--- src/rtl/rgb_stream_tx.sv ---
// rtl/rgb_stream_tx.sv - frame-bounded RGB pixel streamer with a small elastic FIFO
module rgb_stream_tx #(
  parameter int WIDTH  = 256,
  parameter int HEIGHT = 256,
  parameter int DEPTH  = 4
) (
  input  logic        i_clk,
  input  logic        i_rst,
  input  logic        i_start,
  input  logic        i_pix_vld,
  input  logic [23:0] i_pix_data,
  output logic        i_pix_busy,
  output logic        o_rgb_vld,
  output logic [23:0] o_rgb_data,
  input  logic        o_rgb_busy,
  output logic        o_active,
  output logic        o_done,
  output logic [31:0] o_tx_count
);

  localparam int AW = $clog2(DEPTH);
  localparam int CW = AW + 1;
  localparam logic [31:0]   TOTAL   = 32'(longint'(WIDTH) * longint'(HEIGHT));
  localparam logic [CW-1:0] DEPTH_C = CW'(DEPTH);

  typedef enum logic [1:0] {IDLE, STREAM, DONE} state_t;

  state_t        state, state_nxt;
  logic [23:0]   mem [DEPTH];
  logic [AW-1:0] wr_ptr, rd_ptr;
  logic [CW-1:0] count;
  logic [31:0]   acc_count, tx_count;
  logic          push, pop;

  // Handshakes derive only from registered state, so a pop at full cannot open a push slot.
  assign push       = i_pix_vld && !i_pix_busy;
  assign pop        = o_rgb_vld && !o_rgb_busy;
  assign o_rgb_data = mem[rd_ptr];
  assign o_tx_count = tx_count;

  // State register.
  always_ff @(posedge i_clk) begin
    if (i_rst) state <= IDLE;
    else       state <= state_nxt;
  end

  // Next state and state-decoded outputs; the frame ends on the final downstream transfer.
  always_comb begin
    state_nxt  = state;
    i_pix_busy = 1'b1;
    o_rgb_vld  = 1'b0;
    o_active   = 1'b0;
    o_done     = 1'b0;
    case (state)
      IDLE: begin
        if (i_start) state_nxt = STREAM;
      end
      STREAM: begin
        o_active   = 1'b1;
        i_pix_busy = !((count < DEPTH_C) && (acc_count < TOTAL));
        o_rgb_vld  = (count != '0);
        if ((count != '0) && !o_rgb_busy && (tx_count == TOTAL - 32'd1))
          state_nxt = DONE;
      end
      DONE: begin
        o_done    = 1'b1;
        state_nxt = IDLE;
      end
      default: state_nxt = IDLE;
    endcase
  end

  // FIFO storage; contents need no reset because occupancy gates every read.
  always_ff @(posedge i_clk) begin
    if (push) mem[wr_ptr] <= i_pix_data;
  end

  // Pointers, occupancy and frame counters; cleared on reset and on frame start.
  always_ff @(posedge i_clk) begin
    if (i_rst || (state == IDLE && i_start)) begin
      wr_ptr    <= '0;
      rd_ptr    <= '0;
      count     <= '0;
      acc_count <= '0;
      tx_count  <= '0;
    end else begin
      if (push) begin
        wr_ptr    <= wr_ptr + 1'b1;
        acc_count <= acc_count + 32'd1;
      end
      if (pop) begin
        rd_ptr   <= rd_ptr + 1'b1;
        tx_count <= tx_count + 32'd1;
      end
      case ({push, pop})
        2'b10:   count <= count + 1'b1;
        2'b01:   count <= count - 1'b1;
        default: count <= count;
      endcase
    end
  end

endmodule

--- config.mk ---
export PLATFORM = sky130hd
export DESIGN_NAME = rgb_stream_tx
export DESIGN_NICKNAME = d
export VERILOG_FILES = /design/src/rtl/rgb_stream_tx.sv
export SDC_FILE = /design/constraint.sdc
export NUM_CORES = 1
export LEC_CHECK = 0
export CORE_MARGIN = 8
export CORE_UTILIZATION = 30
export DETAILED_ROUTE_END_ITERATION = 12
export DONT_BUFFER_PORTS = 1
export HOLD_SLACK_MARGIN = 0.03
export PLACE_DENSITY = 0.46
export SYNTH_ARGS = -nofsm -noshare
export SYNTH_HDL_FRONTEND = slang
export SYNTH_SLANG_ARGS = --single-unit
export TNS_END_PERCENT = 30
--- constraint.sdc ---
create_clock -name i_clk -period 2.8 [get_ports i_clk]
set_input_delay 0.28 -clock i_clk [delete_from_list [all_inputs] [get_ports i_clk]]
set_output_delay 0.28 -clock i_clk [all_outputs]
set_load 0.05 [all_outputs]
==> summary.txt, run 1 <==
xor/xnor cell area share of the yosys netlist: 6.638%
clock sink count: 171
Total Negative Setup Slacks: 0 ps
worst-skew pair later-pin latency: 430 ps
GP Congestion: 0.7625
routed vias: 4017
VDD IR-drop max: 0.3620 mV
synth warn: 0
CTS Buf Count: 17
Slew @ Worst Pin: 738.6 ps
Post-Synth Simple-Gate Area: 15.67%
Max Fclk: 0.4084 GHz
nets: 592
ys async rst share: 0%
vias per inst: 4.709
hold_sp: o_rgb_busy
WP data required: 3150 ps
most common cell after layout, fill and taps aside: edfxtp_1
main combinational cell family by area after synthesis: simple AND/OR/NAND/NOR gates
hold depth: 2
count of cell types in the netlist: 41
R2R depth: 8
Static Leak: 2.705 nW
initial antenna violation count: 0
CTS clk-pin slew, worst paths: 60 ps
Max Root-Sink Buffers: 2
Fin. Hold Viols: 0
drt first-iter violations: 201
Avg Inst Size Synth: 13.62 µm²
WL per Instance: 16.69 µm
layout cell share with drive strength beyond 1: 17.78%
Clock Skew: 12.80 ps
Final Setup Violations: 0
first-pass detailed-route iteration total: 5
number of diodes: 0
Tot Pwr: 5.225 mW
Crit. path cell count: 8
Post-synth EDFFs: 96
largest cells by area after synthesis: edfxtp_1 (43%), dfxtp_1 (22%), mux4_2 (8.0%)
CP delay by family, top: simple AND/OR/NAND/NOR gates
Slew HR: 50.76%
critical path's slowest cell: or3b_1
CTS Root Cell: clkbuf_16
Post-Place Cells: 795
Max-Cap Viols: 0
hpwl dp: 9546 µm
Starting Density: 30.18%
status: finished clean
unrepaired setup endpoints after global routing: false
Final Cycle Share: 87.46%
# IOs: 89
ys flop type: edfxtp_1
Hold WC Path Type: primary input to register
synthesized area: 6729 µm²
crit path cell chain: or3b_1, nor2_1, ha_1, inv_1, fa_1, xor2_1, or3_1, a21oi_1
Global Route Usage Sum: 10.55%
H-tree depth: 4
Die Span Y: 165.8 µm
P per Cell Area: 641.9 nW/µm²
port buffer count: 0
largest net degree at the start of global routing: 25
CP Buf/Inv Count: 1
core area: 22300 µm²
DRC: 0
num rows: 55
Worst Setup Start Kind: register
Max Slew Vio Count: 0
vias in the first global route: 4202
CP arrival: 2790 ps
crit path from: state[0]
worst r2r src: state[0]
Post-Syn Instances: 494
Die Wd: 165.8 µm
Final min period: 2449 ps
flops & latches, synth: 171
Finished Layout Cells: 853
mux share of post-synthesis cell area: 8.181%
Critical Path Fanout Max: 8
postcts setup bufs: 0
Crit path largest cell delay: 450 ps
largest area contributor in the netlist: edfxtp_1
Reg2Reg Setup Slack: 350 ps
post-route ant nets: 0
CTS tree: yes
Setup CP Type: register to register
Detailed Route WL: 14240 µm
top-area cell type share of the netlist area: 42.84%
die area: 27480 µm²
gr ovfl total: 0
register area share after synthesis: 65.15%
Adder-Cell Fraction of Synth Area: 1.599%
Critical Path Sink Type: register
Post-Syn Nets: 531
post-synthesis compound-gate area fraction: 0.9297%
global-route wire length before repair: 23190 µm
most frequent cells in the layout: edfxtp_1 (96), dfxtp_1 (74), nor2_1 (66), buf_4 (36), xor2_1 (32)
area delta synth->final: 20.97%
==> cell type report <==
| type | instances | area (µm²) |
|---|---|---|
| clock buffer | 17 | 425.4 |
| tap | 285 | 356.6 |
| sequential | 171 | 4385 |
| fill | 2177 | 14160 |
| multi-input combinational | 293 | 2237 |
| timing repair buffer | 62 | 530.5 |
| inverter | 10 | 37.54 |
| clock inverter | 15 | 167.7 |
==> metrics by stage <==
stage / hold WS (ps) / cell area [µm²] / util, % / worst slack (ps)
after floorplan: 357.0 / 6729 / - / 350.3
after global placement: 359.4 / 7278 / 32.64 / 412.9
after detailed placement: 362.5 / 7278 / 32.64 / 246.5
after CTS: 36.71 / 8132 / 36.47 / 236.4
after global routing: 51.53 / 8140 / 36.51 / 179.2
final: 57.34 / 8140 / 36.51 / 351.2
==> state kept, by name (all words and copies together) (netlist names), named ones only <==
| register | cells |
|---|---|
| acc_count | 32 |
| rd_ptr | 2 |
| o_tx_count | 32 |
| wr_ptr | 2 |
| state | 2 |
| count | 3 |
| mem | 96 |
==> cell usage after synthesis, types with 10 or more instances <==
cell type	count
nor2_1	66
nand3_1	19
inv_1	10
nor4_1	13
mux4_2	24
nand4_1	23
clkbuf_1	12
nand2_1	19
edfxtp_1	96
xnor2_1	19
and2_1	22
dfxtp_1	75
xor2_1	32
==> cells by family after synthesis <==
logic type / after synthesis
AO/OA/AOI/OAI: 11
buffers and inverters: 30
adder cells (fa/ha/maj): 8
flip-flops: 171
AND/OR/NAND/NOR: 198
XOR/XNOR: 51
multiplexers: 25
==> repair_timing <==
item	4_1_cts	5_1_grt
hold buffers	26	0
endpoints found under the setup margin	0	1
gates resized for setup	0	1
endpoints found under the hold margin	98	0
==> path summary, 6_finish.rpt <==
check,endpoint
worst max-delay path,count[2]
worst max register to register,count[2]
worst min-delay path,state[1]
worst min register to register,acc_count[19]
==> worst reg2reg max path: stages (launching register included) <==
cell and delay [ps]:
dfxtp_1 430, or3b_1 450, nor2_1 180, ha_1 210, inv_1 70, fa_1 380, xor2_1 160, or3_1 320
a21oi_1 170
==> power breakdown <==
group	total (mW)	internal, mW	switching (mW)
clock network	2.34	1.27	1.06
registers	2.68	2.67	0.00940
logic	0.207	0.0621	0.145
==> routing by layer <==
metal	routed length (µm)	GRT usage [%]
met5	0	0
met4	183	3.918
met3	1049	4.259
met2	6857	17.22
met1	6147	12.27
Power figures use the tool's default switching activity.
==> inputs of run 2 (changes only) <==
- CTS_CLUSTER_DIAMETER: unset -> 40
==> results of run 2 <==
Final layout, timing and power as in run 1 (identical DEF).
==> inputs of run 3 (changes only) <==
- CELL_PAD_IN_SITES_DETAIL_PLACEMENT: unset -> 1
- CELL_PAD_IN_SITES_GLOBAL_PLACEMENT: unset -> 2
- PLACE_DENSITY: 0.46 -> 0.6
==> summary.txt, run 3 (synthesis gave the netlist of run 1 again) <==
first-pass detailed-route iteration total: 4
WL per Instance: 17.63 µm
CP arrival: 2770 ps
worst-skew pair later-pin latency: 430 ps
# IOs: 89
initial antenna violation count: 0
WP data required: 3160 ps
Final Setup Violations: 0
vias per inst: 4.747
layout cell share with drive strength beyond 1: 17.38%
Finished Layout Cells: 849
drt first-iter violations: 174
Max-Cap Viols: 0
CTS clk-pin slew, worst paths: 70 ps
number of diodes: 0
post-route ant nets: 0
fin area: 8125 µm²
Starting Density: 30.18%
P per Cell Area: 646.4 nW/µm²
Slew HR: 37.96%
sw power: 1.302 mW
routed vias: 4030
Max Root-Sink Buffers: 2
Global Route Usage Sum: 10.98%
Die Wd: 165.8 µm
sw frac: 24.80%
Clock Skew: 12.94 ps
H-tree depth: 4
Fin. Hold Viols: 0
Reg power frac: 51.0%
CTS tree: yes
CTS Root Cell: clkbuf_16
hpwl dp: 10060 µm
most frequent cells in the layout: edfxtp_1 (96), dfxtp_1 (74), nor2_1 (66), xor2_1 (32), buf_4 (32)
Post-Place Cells: 791
clock share of power: 45.0%
Final min period: 2410 ps
vias in the first global route: 4318
Top reg by flops: mem
Max Slew Vio Count: 0
VDD IR-drop max: 0.3724 mV
Total Negative Setup Slacks: 0 ps
Die Span Y: 165.8 µm
clock sink count: 171
Slew @ Worst Pin: 927.1 ps
gr ovfl total: 0
Setup CP Type: register to register
# resized after CTS: 0
Tot Pwr: 5.252 mW
Final Cycle Share: 86.06%
largest net degree at the start of global routing: 33
Worst Setup Start Kind: register
hold_ws: 67.75 ps
global-route wire length before repair: 23950 µm
nets: 588
area delta synth->final: 20.75%
internal power: 3.950 mW
Static Leak: 2.681 nW
CTS Buf Count: 17
die area: 27480 µm²
Critical Path Fanout Max: 8
port buffer count: 0
DRC: 0
Largest register FFs: 96
num rows: 55
status: finished clean
Detailed Route WL: 14970 µm
combinational share of power: 4.0%
most common cell after layout, fill and taps aside: edfxtp_1
Hold WC Path Type: primary input to register
Critical Path Sink Type: register
unrepaired setup endpoints after global routing: false
Max Fclk: 0.4150 GHz
Post-DP Area: 7248 µm²
GP Congestion: 0.7089
core area: 22300 µm²
run 3: cell types whose count changed in the layout (fill, tap and decap cells not counted), sizes merged:
cell | previous run | this run
bufinv | 1 | 0
clkinv | 5 | 9
buf | 36 | 32
inv | 19 | 16
run 3: metal layers:
metal | track usage, % | routed length (µm) | vias up | part of all wire [%]
met5 | 0 | 0 | - | 0
met4 | 3.174 | 133 | 0 | 0.89
met3 | 4.307 | 856 | 10 | 5.7
met2 | 18.21 | 7297 | 87 | 49
met1 | 12.93 | 6678 | 2015 | 45
li1 | - | - | 1918 | -
run 3: layout make-up:
| cell class | count | area [µm²] |
|---|---|---|
| repair buffers | 58 | 500.5 |
| multi-input cells | 293 | 2228 |
| flip-flops and latches | 171 | 4385 |
| well taps | 285 | 356.6 |
| clock inverters | 15 | 191.4 |
| inverters | 10 | 37.54 |
| fillers | 2347 | 14170 |
| clock buffers | 17 | 425.4 |
run 3: what timing repair did:
action	CTS	global route
hold endpoints to repair	98	0
hold buffers	26	0
setup buffers	0	0
run 3: final timing paths:
path         slack [ps]            end  depth (start not counted)           from
max                 390       count[2]                          8       state[0]
max reg2reg         390       count[2]                          8       state[0]
min                  70       state[1]                          2     o_rgb_busy
min reg2reg         460  acc_count[19]                          1  acc_count[19]
run 3: critical path: stages (launching register included):
cell and delay [ps]:
dfxtp_1 450, or3b_1 460, nor2_1 180, ha_1 210, inv_1 70, fa_1 370
xor2_1 160, or3_1 320, a21oi_1 140
run 3: metrics by stage:
step | setup WS [ps] | util, %
after floorplan | 350.3 | -
after global placement | 501.9 | 32.51
after detailed placement | 406.1 | 32.51
after CTS | 387.8 | 36.44
after global routing | 253.7 | 36.44
final | 390.4 | 36.44
run 3: power groups by stage:
stage | Sequential [mW] | Combinational (mW) | Clock, mW
finish | 2.68 | 0.209 | 2.37
global route | 2.68 | 0.225 | 2.54
CTS | 2.68 | 0.214 | 2.45
detailed placement | 2.74 | 0.168 | 0
global placement | 2.73 | 0.165 | 0
floorplan | 2.73 | 0.132 | 0
